File: src/rtl/led_ctrl_pkg.sv
// Shared encodings for the LED mode controller.
// Optional BLINK mode is enabled by defining LED_CTRL_BLINK_EN.
package led_ctrl_pkg;

  typedef enum logic [1:0] {
    MODE_STEP   = 2'd0,
    MODE_ROTATE = 2'd1,
    MODE_BLINK  = 2'd2
  } mode_e;

  typedef enum logic [1:0] {
    P_IDLE = 2'd0,
    P_HELD = 2'd1,
    P_LONG = 2'd2
  } press_e;

  localparam logic [3:0] LED_ALL_ON  = 4'b1111;
  localparam logic [3:0] LED_ALL_OFF = 4'b0000;
  localparam logic [3:0] LED_FIRST   = 4'b0001;

  // Mode advanced by a long press.
  function automatic mode_e next_mode(input mode_e m);
`ifdef LED_CTRL_BLINK_EN
    case (m)
      MODE_STEP:   return MODE_ROTATE;
      MODE_ROTATE: return MODE_BLINK;
      default:     return MODE_STEP;
    endcase
`else
    return (m == MODE_STEP) ? MODE_ROTATE : MODE_STEP;
`endif
  endfunction

endpackage

File: src/rtl/led_tick_gen.sv
// Free-running prescaler: counts 0..TICK_CNT-1, one-cycle tick on the last count.
// A synchronous clear restarts the count from zero.
module led_tick_gen #(
  parameter int unsigned CW       = 24,
  parameter int unsigned TICK_CNT = 5_000_000
) (
  input  logic clk_i,
  input  logic rst_ni,
  input  logic clr_i,
  output logic tick_o
);

  localparam logic [CW-1:0] TickMax = CW'(TICK_CNT - 1);

  logic [CW-1:0] cnt_q, cnt_d;

  // Next count: clear wins, otherwise wrap at the terminal count.
  always_comb begin
    tick_o = (cnt_q == TickMax);
    cnt_d  = cnt_q + 1'b1;
    if (clr_i || tick_o) begin
      cnt_d = '0;
    end
  end

  // Counter state.
  always_ff @(posedge clk_i or negedge rst_ni) begin
    if (!rst_ni) begin
      cnt_q <= '0;
    end else begin
      cnt_q <= cnt_d;
    end
  end

endmodule

File: src/rtl/led_mode_ctrl.sv
// Button-driven LED mode controller: short/long press classification and
// STEP / ROTATE / (optional) BLINK LED sequencing.
// Define LED_CTRL_BLINK_EN to build the BLINK mode.
module led_mode_ctrl
  import led_ctrl_pkg::*;
#(
  parameter int unsigned CW       = 24,
  parameter int unsigned LONG_CNT = 10_000_000,
  parameter int unsigned TICK_CNT = 5_000_000
) (
  input  logic       clk,
  input  logic       rstn,
  input  logic       but_deb,
  output logic [3:0] ledo,
  output logic [1:0] mode,
  output logic       long_evt
);

  localparam logic [CW-1:0] LongMax = CW'(LONG_CNT - 1);

  logic          but_deb_1d_q, but_deb_1d_d;
  logic          armed_q, armed_d;
  press_e        pstate_q, pstate_d;
  logic [CW-1:0] hold_cnt_q, hold_cnt_d;
  mode_e         mode_q, mode_d;
  logic [1:0]    pos_q, pos_d;
  logic          dir_q, dir_d;
`ifdef LED_CTRL_BLINK_EN
  logic          phase_q, phase_d;
`endif

  logic press, release_evt, short_evt, tick;

  // A level held low through reset must be seen released before a press counts.
  always_comb begin
    but_deb_1d_d = but_deb;
    armed_d      = armed_q | but_deb;
    press        = armed_q & but_deb_1d_q & ~but_deb;
    release_evt  = ~but_deb_1d_q & but_deb;
  end

  // Press classifier: short on early release, long once the hold reaches LONG_CNT-1.
  always_comb begin
    pstate_d   = pstate_q;
    hold_cnt_d = hold_cnt_q;
    short_evt  = 1'b0;
    long_evt   = 1'b0;
    case (pstate_q)
      P_IDLE: begin
        if (press) begin
          pstate_d   = P_HELD;
          hold_cnt_d = '0;
        end
      end
      P_HELD: begin
        if (release_evt) begin
          short_evt = (hold_cnt_q < LongMax);
          pstate_d  = P_IDLE;
        end else if (hold_cnt_q == LongMax) begin
          long_evt = 1'b1;
          pstate_d = P_LONG;
        end else begin
          hold_cnt_d = hold_cnt_q + 1'b1;
        end
      end
      P_LONG: begin
        if (release_evt) begin
          pstate_d = P_IDLE;
        end
      end
      default: pstate_d = P_IDLE;
    endcase
  end

  led_tick_gen #(
    .CW       (CW),
    .TICK_CNT (TICK_CNT)
  ) u_tick_gen (
    .clk_i  (clk),
    .rst_ni (rstn),
    .clr_i  (long_evt),
    .tick_o (tick)
  );

  // Mode scheduler: a long press changes mode and swallows any coincident tick.
  always_comb begin
    mode_d  = mode_q;
    pos_d   = pos_q;
    dir_d   = dir_q;
`ifdef LED_CTRL_BLINK_EN
    phase_d = phase_q;
`endif
    if (long_evt) begin
      mode_d  = next_mode(mode_q);
`ifdef LED_CTRL_BLINK_EN
      phase_d = 1'b0;
`endif
    end else begin
      case (mode_q)
        MODE_STEP: begin
          if (short_evt) pos_d = pos_q + 2'd1;
        end
        MODE_ROTATE: begin
          // The step uses the direction after any same-cycle toggle.
          dir_d = dir_q ^ short_evt;
          if (tick) pos_d = dir_d ? (pos_q - 2'd1) : (pos_q + 2'd1);
        end
`ifdef LED_CTRL_BLINK_EN
        MODE_BLINK: begin
          if (tick) phase_d = ~phase_q;
        end
`endif
        default: ;
      endcase
    end
  end

  // LED decode from registered state only.
  always_comb begin
    ledo = LED_FIRST << pos_q;
`ifdef LED_CTRL_BLINK_EN
    if (mode_q == MODE_BLINK) begin
      ledo = phase_q ? LED_ALL_ON : LED_ALL_OFF;
    end
`endif
    mode = mode_q;
  end

  // Controller state.
  always_ff @(posedge clk or negedge rstn) begin
    if (!rstn) begin
      but_deb_1d_q <= 1'b1;
      armed_q      <= 1'b0;
      pstate_q     <= P_IDLE;
      hold_cnt_q   <= '0;
      mode_q       <= MODE_STEP;
      pos_q        <= 2'd0;
      dir_q        <= 1'b0;
`ifdef LED_CTRL_BLINK_EN
      phase_q      <= 1'b0;
`endif
    end else begin
      but_deb_1d_q <= but_deb_1d_d;
      armed_q      <= armed_d;
      pstate_q     <= pstate_d;
      hold_cnt_q   <= hold_cnt_d;
      mode_q       <= mode_d;
      pos_q        <= pos_d;
      dir_q        <= dir_d;
`ifdef LED_CTRL_BLINK_EN
      phase_q      <= phase_d;
`endif
    end
  end

endmodule

File: config.mk
export PLATFORM = sky130hd
export DESIGN_NAME = led_mode_ctrl
export DESIGN_NICKNAME = d
export VERILOG_FILES = /design/src/rtl/led_ctrl_pkg.sv /design/src/rtl/led_tick_gen.sv /design/src/rtl/led_mode_ctrl.sv
export SDC_FILE = /design/constraint.sdc
export NUM_CORES = 1
export LEC_CHECK = 0
export ABC_AREA = 1
export ABC_CLOCK_PERIOD_IN_PS = 4200
export BUFFER_PORTS_ARGS = -buffer_cell sky130_fd_sc_hd__buf_2
export CAP_MARGIN = 20
export CORE_MARGIN = 5
export CORE_UTILIZATION = 41
export CTS_BUF_LIST = sky130_fd_sc_hd__clkbuf_8
export CTS_CLUSTER_DIAMETER = 80
export CTS_CLUSTER_SIZE = 30
export DETAILED_ROUTE_END_ITERATION = 8
export GPL_TIMING_DRIVEN = 0
export PLACE_DENSITY_LB_ADDON = 0.05
export SLEW_MARGIN = 20
export SYNTH_ARGS = -nofsm -noshare
export SYNTH_HDL_FRONTEND = slang
export SYNTH_SLANG_ARGS = --single-unit
export TNS_END_PERCENT = 50
File: constraint.sdc
create_clock -name clk -period 4.2 [get_ports clk]
set_input_delay 0.84 -clock clk [delete_from_list [all_inputs] [get_ports clk]]
set_output_delay 0.84 -clock clk [all_outputs]
set_load 0.02 [all_outputs]
==> flow_metrics.tcl, run 1 <==
set metrics [dict create \
    critPathMaxStageDelay_ps 290 \
    diodes 0 \
    cp-end-kind "output pin" \
    drt_iter0_markers 215 \
    timing.max_cap.violations 0 \
    ant_nets 0 \
    synth_cells 466 \
    drive_above_1_share_pct 9.96 \
    fin_setup_tns_ps 0 \
    ys_ff_latch 56 \
    drt-pass1-iter-count 5 \
    final_nets 490 \
    grt_pass1_vias 2943 \
    crit_type "input port to output pin" \
    worstMarginPinSlew_ps 729 \
    path_max_fanout 4 \
    hold_viol 0 \
    antenna_found_initial 0 \
    num_rows 33 \
    yosysSeqAreaShare_pct 40.3 \
    min_period_ps 2810 \
    gp_congestion 0.919 \
    initial_core_util_pct 42.2 \
    cts_setup_buffers 0 \
    post-place-ws_ps 1390 \
    cts-htree-levels 2 \
    fillCellCount 885 \
    io-pin-count 10 \
    crit_required_ps 3360 \
    clock-root-buffer "clkbuf_8" \
    die_h_um 102 \
    synth_area_um2 3480 \
    cts_sinks 56 \
    reg2reg_depth 9 \
    wl_per_cell_um 14.8 \
    arrival_ps 1970 \
    track_usage_pct 17.7 \
    ys_types 38 \
    p_leak_nw 1.63 \
    seqCellArea_um2 1400 \
    powerDensity_nw_per_um2 315 \
    syn_nets 475 \
    grt_overflow_total 0 \
    syn_area_per_cell_um2 7.48 \
    multi_input_area_um2 1810 \
    hpwl_um 6690 \
    vias 3101 \
    outcome "finished, final reports clean" \
    fin_crit_sh_pct 66.9 \
    wl_um 8710 \
    clkSlewWorstSetupHoldPaths_ps 100 \
    rrSetupSlack_ps 2130 \
    cts-resized-gates 0 \
    grt_first_pass_wirelength_um 14500 \
    coreArea_um2 8260 \
    clock_skew_ps 9.62 \
    cts_tree "built" \
    cts_max_path_buffers 2 \
    crit_slowest_cell "nor2_1" \
    rsz0062_at_grt "no" \
    drc_errors 0 \
    start_kind "input port" \
    worst_slack_ps 1390 \
    path_cells "buf_2, nand2_1, inv_1, nor2_1, nand2_1, inv_1, buf_2" \
    fmax_mhz 356 \
    dieArea_um2 10400 \
    area_growth_pct 8.19 \
    whs_path_depth 1 \
    setup-violations-final 0 \
    die-width_um 102 \
    clock_latency_ps 320 \
    cts_made_buffers 5 \
    io_buffers 8 \
    worstHoldPathType "flop to flop" \
    vdd_drop_max_mv 0.138 \
    grt_max_degree 57 \
    postCtsHoldBufs 0 \
    ys_warn_count 0 \
    slew_violations 0 \
    slew_headroom_pct 51.4 \
    vias_per_cell 5.28 \
]
## synth_stat cells (all sizes together)
cell type | instances | share of area (%)
ha | 6 | 2.2
nand4 | 26 | 4.7
buf | 5 | 1.2
nand3b | 1 | 0.22
dfstp | 1 | 0.75
nor3b | 5 | 1.1
xnor2 | 1 | 0.25
nor2 | 61 | 7.2
or2 | 6 | 1.1
a21oi | 13 | 2.0
o21a | 4 | 0.86
a31oi | 2 | 0.36
conb | 1 | 0.11
a211oi | 2 | 0.43
and2 | 1 | 0.18
nor3 | 28 | 4.2
nand2 | 99 | 11
clkinv | 1 | 0.11
nor4 | 9 | 1.8
o31ai | 7 | 1.5
xor2 | 17 | 4.3
o21ai | 19 | 2.7
nand3 | 36 | 5.7
inv | 59 | 6.4
clkbuf | 1 | 0.11
dfrtp | 55 | 39
## flip-flops by register name (all words and copies together), names as in the netlist
| signal | flops |
|---|---|
| u_tick_gen.cnt_q | 24 |
| armed_q | 1 |
| but_deb_1d_q | 1 |
| hold_cnt_q | 24 |
| mode | 1 |
| dir_q | 1 |
| pos_q | 2 |
| pstate_q | 2 |
## report_power, final
group,switching [mW],internal [mW],leakage [nW]
clock network,0.189,0.177,0.0541
logic,0.157,0.0671,0.832
registers,0.0264,0.569,0.749
total,0.373,0.813,1.63
## per-stage QoR
step           power [mW]  util (%)  hold slack [ps]  std cells  instance area [um^2]
2_1_floorplan       0.766         -              437        466                  3480
3_3_place_gp        0.834      44.3              449        579                  3660
3_5_place_dp        0.836      44.3              451        579                  3660
4_1_cts              1.21      45.7              481        587                  3770
5_1_grt              1.26      45.7              516        587                  3770
6_report             1.19      45.7              475        587                  3770
## worst paths after layout
kind	end	startpoint
setup / recovery	long_evt	but_deb
hold / removal	armed_q$_DFF_PN0_	armed_q$_DFF_PN0_
setup reg to reg	u_tick_gen.cnt_q[14]$_DFF_PN0_	u_tick_gen.cnt_q[0]$_DFF_PN0_
hold reg to reg	armed_q$_DFF_PN0_	armed_q$_DFF_PN0_
max in group asynchronous	hold_cnt_q[13]$_DFFE_PN0P_	rstn
min in group asynchronous	u_tick_gen.cnt_q[18]$_DFF_PN0_	rstn
## cells in the final DEF, fill, tap and decap left out, types with 12 or more instances in the layout
| cell type | n |
|---|---|
| nor2_1 | 56 |
| dfrtp_1 | 55 |
| nor3_1 | 27 |
| inv_1 | 57 |
| o21ai_0 | 15 |
| nand4_1 | 26 |
| a21oi_1 | 12 |
| nand2_1 | 92 |
| nand3_1 | 32 |
| xor2_1 | 17 |
## cells by family (layout without fill, tap and decap cells)
kind of cell               Yosys count  count (layout)  share of synthesized area, %
AOI/OAI and AO/OA                   47              47                          7.86
xor gates and xnor gates            18              18                          4.52
adders and majority gates            6               6                          2.15
buffers and inverters               66              82                          7.79
DFF                                 56              56                          40.3
other                                1               1                         0.108
and+or+nand+nor                    272             272                          37.3
## routing by layer
| metal | part of all wire, % | GRT usage, % |
|---|---|---|
| met1 | 53 | 27.8 |
| met5 | 0 | 0 |
| met4 | 0.60 | 2.72 |
| met3 | 5.2 | 2.87 |
| met2 | 41 | 26.0 |
## area by class of cell
cell class              count  share of cell area, %
clock buffers               5                   1.83
clock inverters             3                   1.13
plain buffers               6                   1.23
well taps                 105                   3.48
repair buffers              8                   1.13
inverters                  60                   5.97
flip-flops and latches     56                   37.2
multi-input cells         344                   48.0
## worst max-delay path, delay by kind of cell
kind / cells / cell delay (ps)
buf+inv: 4 / 490
simple gates: 3 / 630
(Power assumes the default switching activity.)
==> run 2, diff against run 1 <==
--- a/config.mk
+++ b/config.mk
@@ -6,7 +6,7 @@
 export NUM_CORES = 1
 export LEC_CHECK = 0
 export ABC_AREA = 1
-export ABC_CLOCK_PERIOD_IN_PS = 4200
+export ABC_CLOCK_PERIOD_IN_PS = 2750
 export BUFFER_PORTS_ARGS = -buffer_cell sky130_fd_sc_hd__buf_2
 export CAP_MARGIN = 20
 export CORE_MARGIN = 5
==> constraint.sdc (replaced) <==
create_clock -name clk -period 2.75 [get_ports clk]
set_input_delay 0.55 -clock clk [delete_from_list [all_inputs] [get_ports clk]]
set_output_delay 0.55 -clock clk [all_outputs]
set_load 0.02 [all_outputs]
==> flow_metrics.tcl, run 2 (synthesis results as in run 1) <==
set metrics [dict create \
    outcome "finished, final reports clean" \
    layout.cells.most_common_list "92 x nand2_1, 57 x inv_1, 56 x nor2_1" \
    cp-end-kind "output pin" \
    drt_iter0_markers 230 \
    coreArea_um2 8260 \
    min_period_ps 2510 \
    hold_viol 0 \
    cp_top_family "simple AND/OR/NAND/NOR gates" \
    wl_per_cell_um 14.9 \
    dieArea_um2 10400 \
    cts_made_buffers 5 \
    setup-violations-final 0 \
    slew_violations 0 \
    path_cells "ha_2, nand2_1, nor2_1, nand2_2, nor2_4, nand3_2, inv_1, nand2_1, inv_1, buf_2" \
    hpwl_um 6690 \
    powerDensity_nw_per_um2 480 \
    top_regs "hold_cnt_q: 24 flops, u_tick_gen.cnt_q: 24 flops" \
    cts_sinks 56 \
    vias 3081 \
    clock_latency_ps 310 \
    drt-pass1-iter-count 5 \
    area_growth_pct 8.26 \
    grt_overflow_total 0 \
    grt_pass1_vias 2943 \
    crit_required_ps 2200 \
    arrival_ps 1960 \
    stdcell_area_um2 3770 \
    cts_tree "built" \
    rsz0062_at_grt "no" \
    crit_type "flop to output pin" \
    worstMarginPinSlew_ps 729 \
    antenna_found_initial 0 \
    diodes 0 \
    fmax_mhz 398 \
    fin_crit_sh_pct 91.3 \
    grt_first_pass_wirelength_um 14500 \
    dpl-instance-area_um2 3660 \
    start_kind "flop" \
    track_usage_pct 17.7 \
    cts_max_path_buffers 2 \
    wl_um 8730 \
    drc_errors 0 \
    grt_max_degree 57 \
    final_common_cell "nand2_1" \
    die-width_um 102 \
    cp_num_buf_inv 3 \
    clock-root-buffer "clkbuf_8" \
    die_h_um 102 \
    path_max_fanout 4 \
    cts-htree-levels 2 \
    final_nets 490 \
    gp_congestion 0.919 \
    num_rows 33 \
    io_buffers 8 \
    fillCellCount 884 \
    clkSlewWorstSetupHoldPaths_ps 110 \
    vias_per_cell 5.25 \
    clock_skew_ps 10.4 \
    initial_core_util_pct 42.2 \
    io-pin-count 10 \
    slew_headroom_pct 51.4 \
    ant_nets 0 \
    crit_slowest_cell "dfrtp_1" \
    drive_above_1_share_pct 10.2 \
    timing.max_cap.violations 0 \
    postCtsHoldBufs 0 \
    vdd_drop_max_mv 0.213 \
    worstHoldPathType "input port to async pin" \
    p_leak_nw 1.63 \
    worst_slack_ps 239 \
    post-place-ws_ps 516 \
    critPathMaxStageDelay_ps 390 \
    fin_setup_tns_ps 0 \
]
run 2: area by class of cell:
type                            count  area, um^2  share of cell area [%]
Buffer                              6        46.3                    1.23
Clock buffer                        5        68.8                    1.82
Clock inverter                      3        42.5                    1.13
Inverter                           60         225                    5.97
Multi-Input combinational cell    344        1810                    48.1
Sequential cell                    56        1400                    37.2
Tap cell                          105         131                    3.48
Timing Repair Buffer                8        42.5                    1.13
run 2: worst paths after layout:
path	start	to	slack, ps	cells after the start
setup reg to reg	u_tick_gen.cnt_q[0]$_DFF_PN0_	u_tick_gen.cnt_q[14]$_DFF_PN0_	670	9
max in group asynchronous	rstn	hold_cnt_q[13]$_DFFE_PN0P_	1980	1
setup / recovery	hold_cnt_q[1]$_DFFE_PN0P_	long_evt	240	10
hold reg to reg	armed_q$_DFF_PN0_	armed_q$_DFF_PN0_	480	1
min in group clk	but_deb	but_deb_1d_q$_DFF_PN1_	360	1
hold / removal	rstn	u_tick_gen.cnt_q[18]$_DFF_PN0_	280	1
run 2: power by group:
part / leakage, nW / switching, mW / total [mW] / internal (mW)
Combinational: 0.830 / 0.241 / 0.345 / 0.104
Sequential: 0.749 / 0.0414 / 0.911 / 0.869
Clock: 0.0541 / 0.285 / 0.555 / 0.270
run 2: repair_timing:
item                                    4_1_cts  5_1_grt
hold endpoints to repair                      0        0
resized for setup                             0        1
buffers inserted                              0        0
endpoints found under the setup margin        0        1
run 2: layer usage:
| metal | GRT usage, % | vias to the layer above | wire (um) |
|---|---|---|---|
| met4 | 2.72 | 0 | 31 |
| met1 | 27.8 | 1435 | 4610 |
| met2 | 26.0 | 68 | 3660 |
| li1 | - | 1576 | - |
| met5 | 0 | - | 0 |
| met3 | 2.87 | 2 | 431 |
run 2: metrics by stage:
| stage | utilization (%) | std cells | hold slack [ps] | total power [mW] |
|---|---|---|---|---|
| 4_1_cts | 45.7 | 587 | 320 | 1.85 |
| 6_report | 45.7 | 587 | 284 | 1.81 |
| 5_1_grt | 45.7 | 587 | 340 | 1.92 |
| 3_3_place_gp | 44.3 | 579 | 449 | 1.27 |
| 2_1_floorplan | - | 466 | 254 | 1.17 |
| 3_5_place_dp | 44.3 | 579 | 451 | 1.28 |
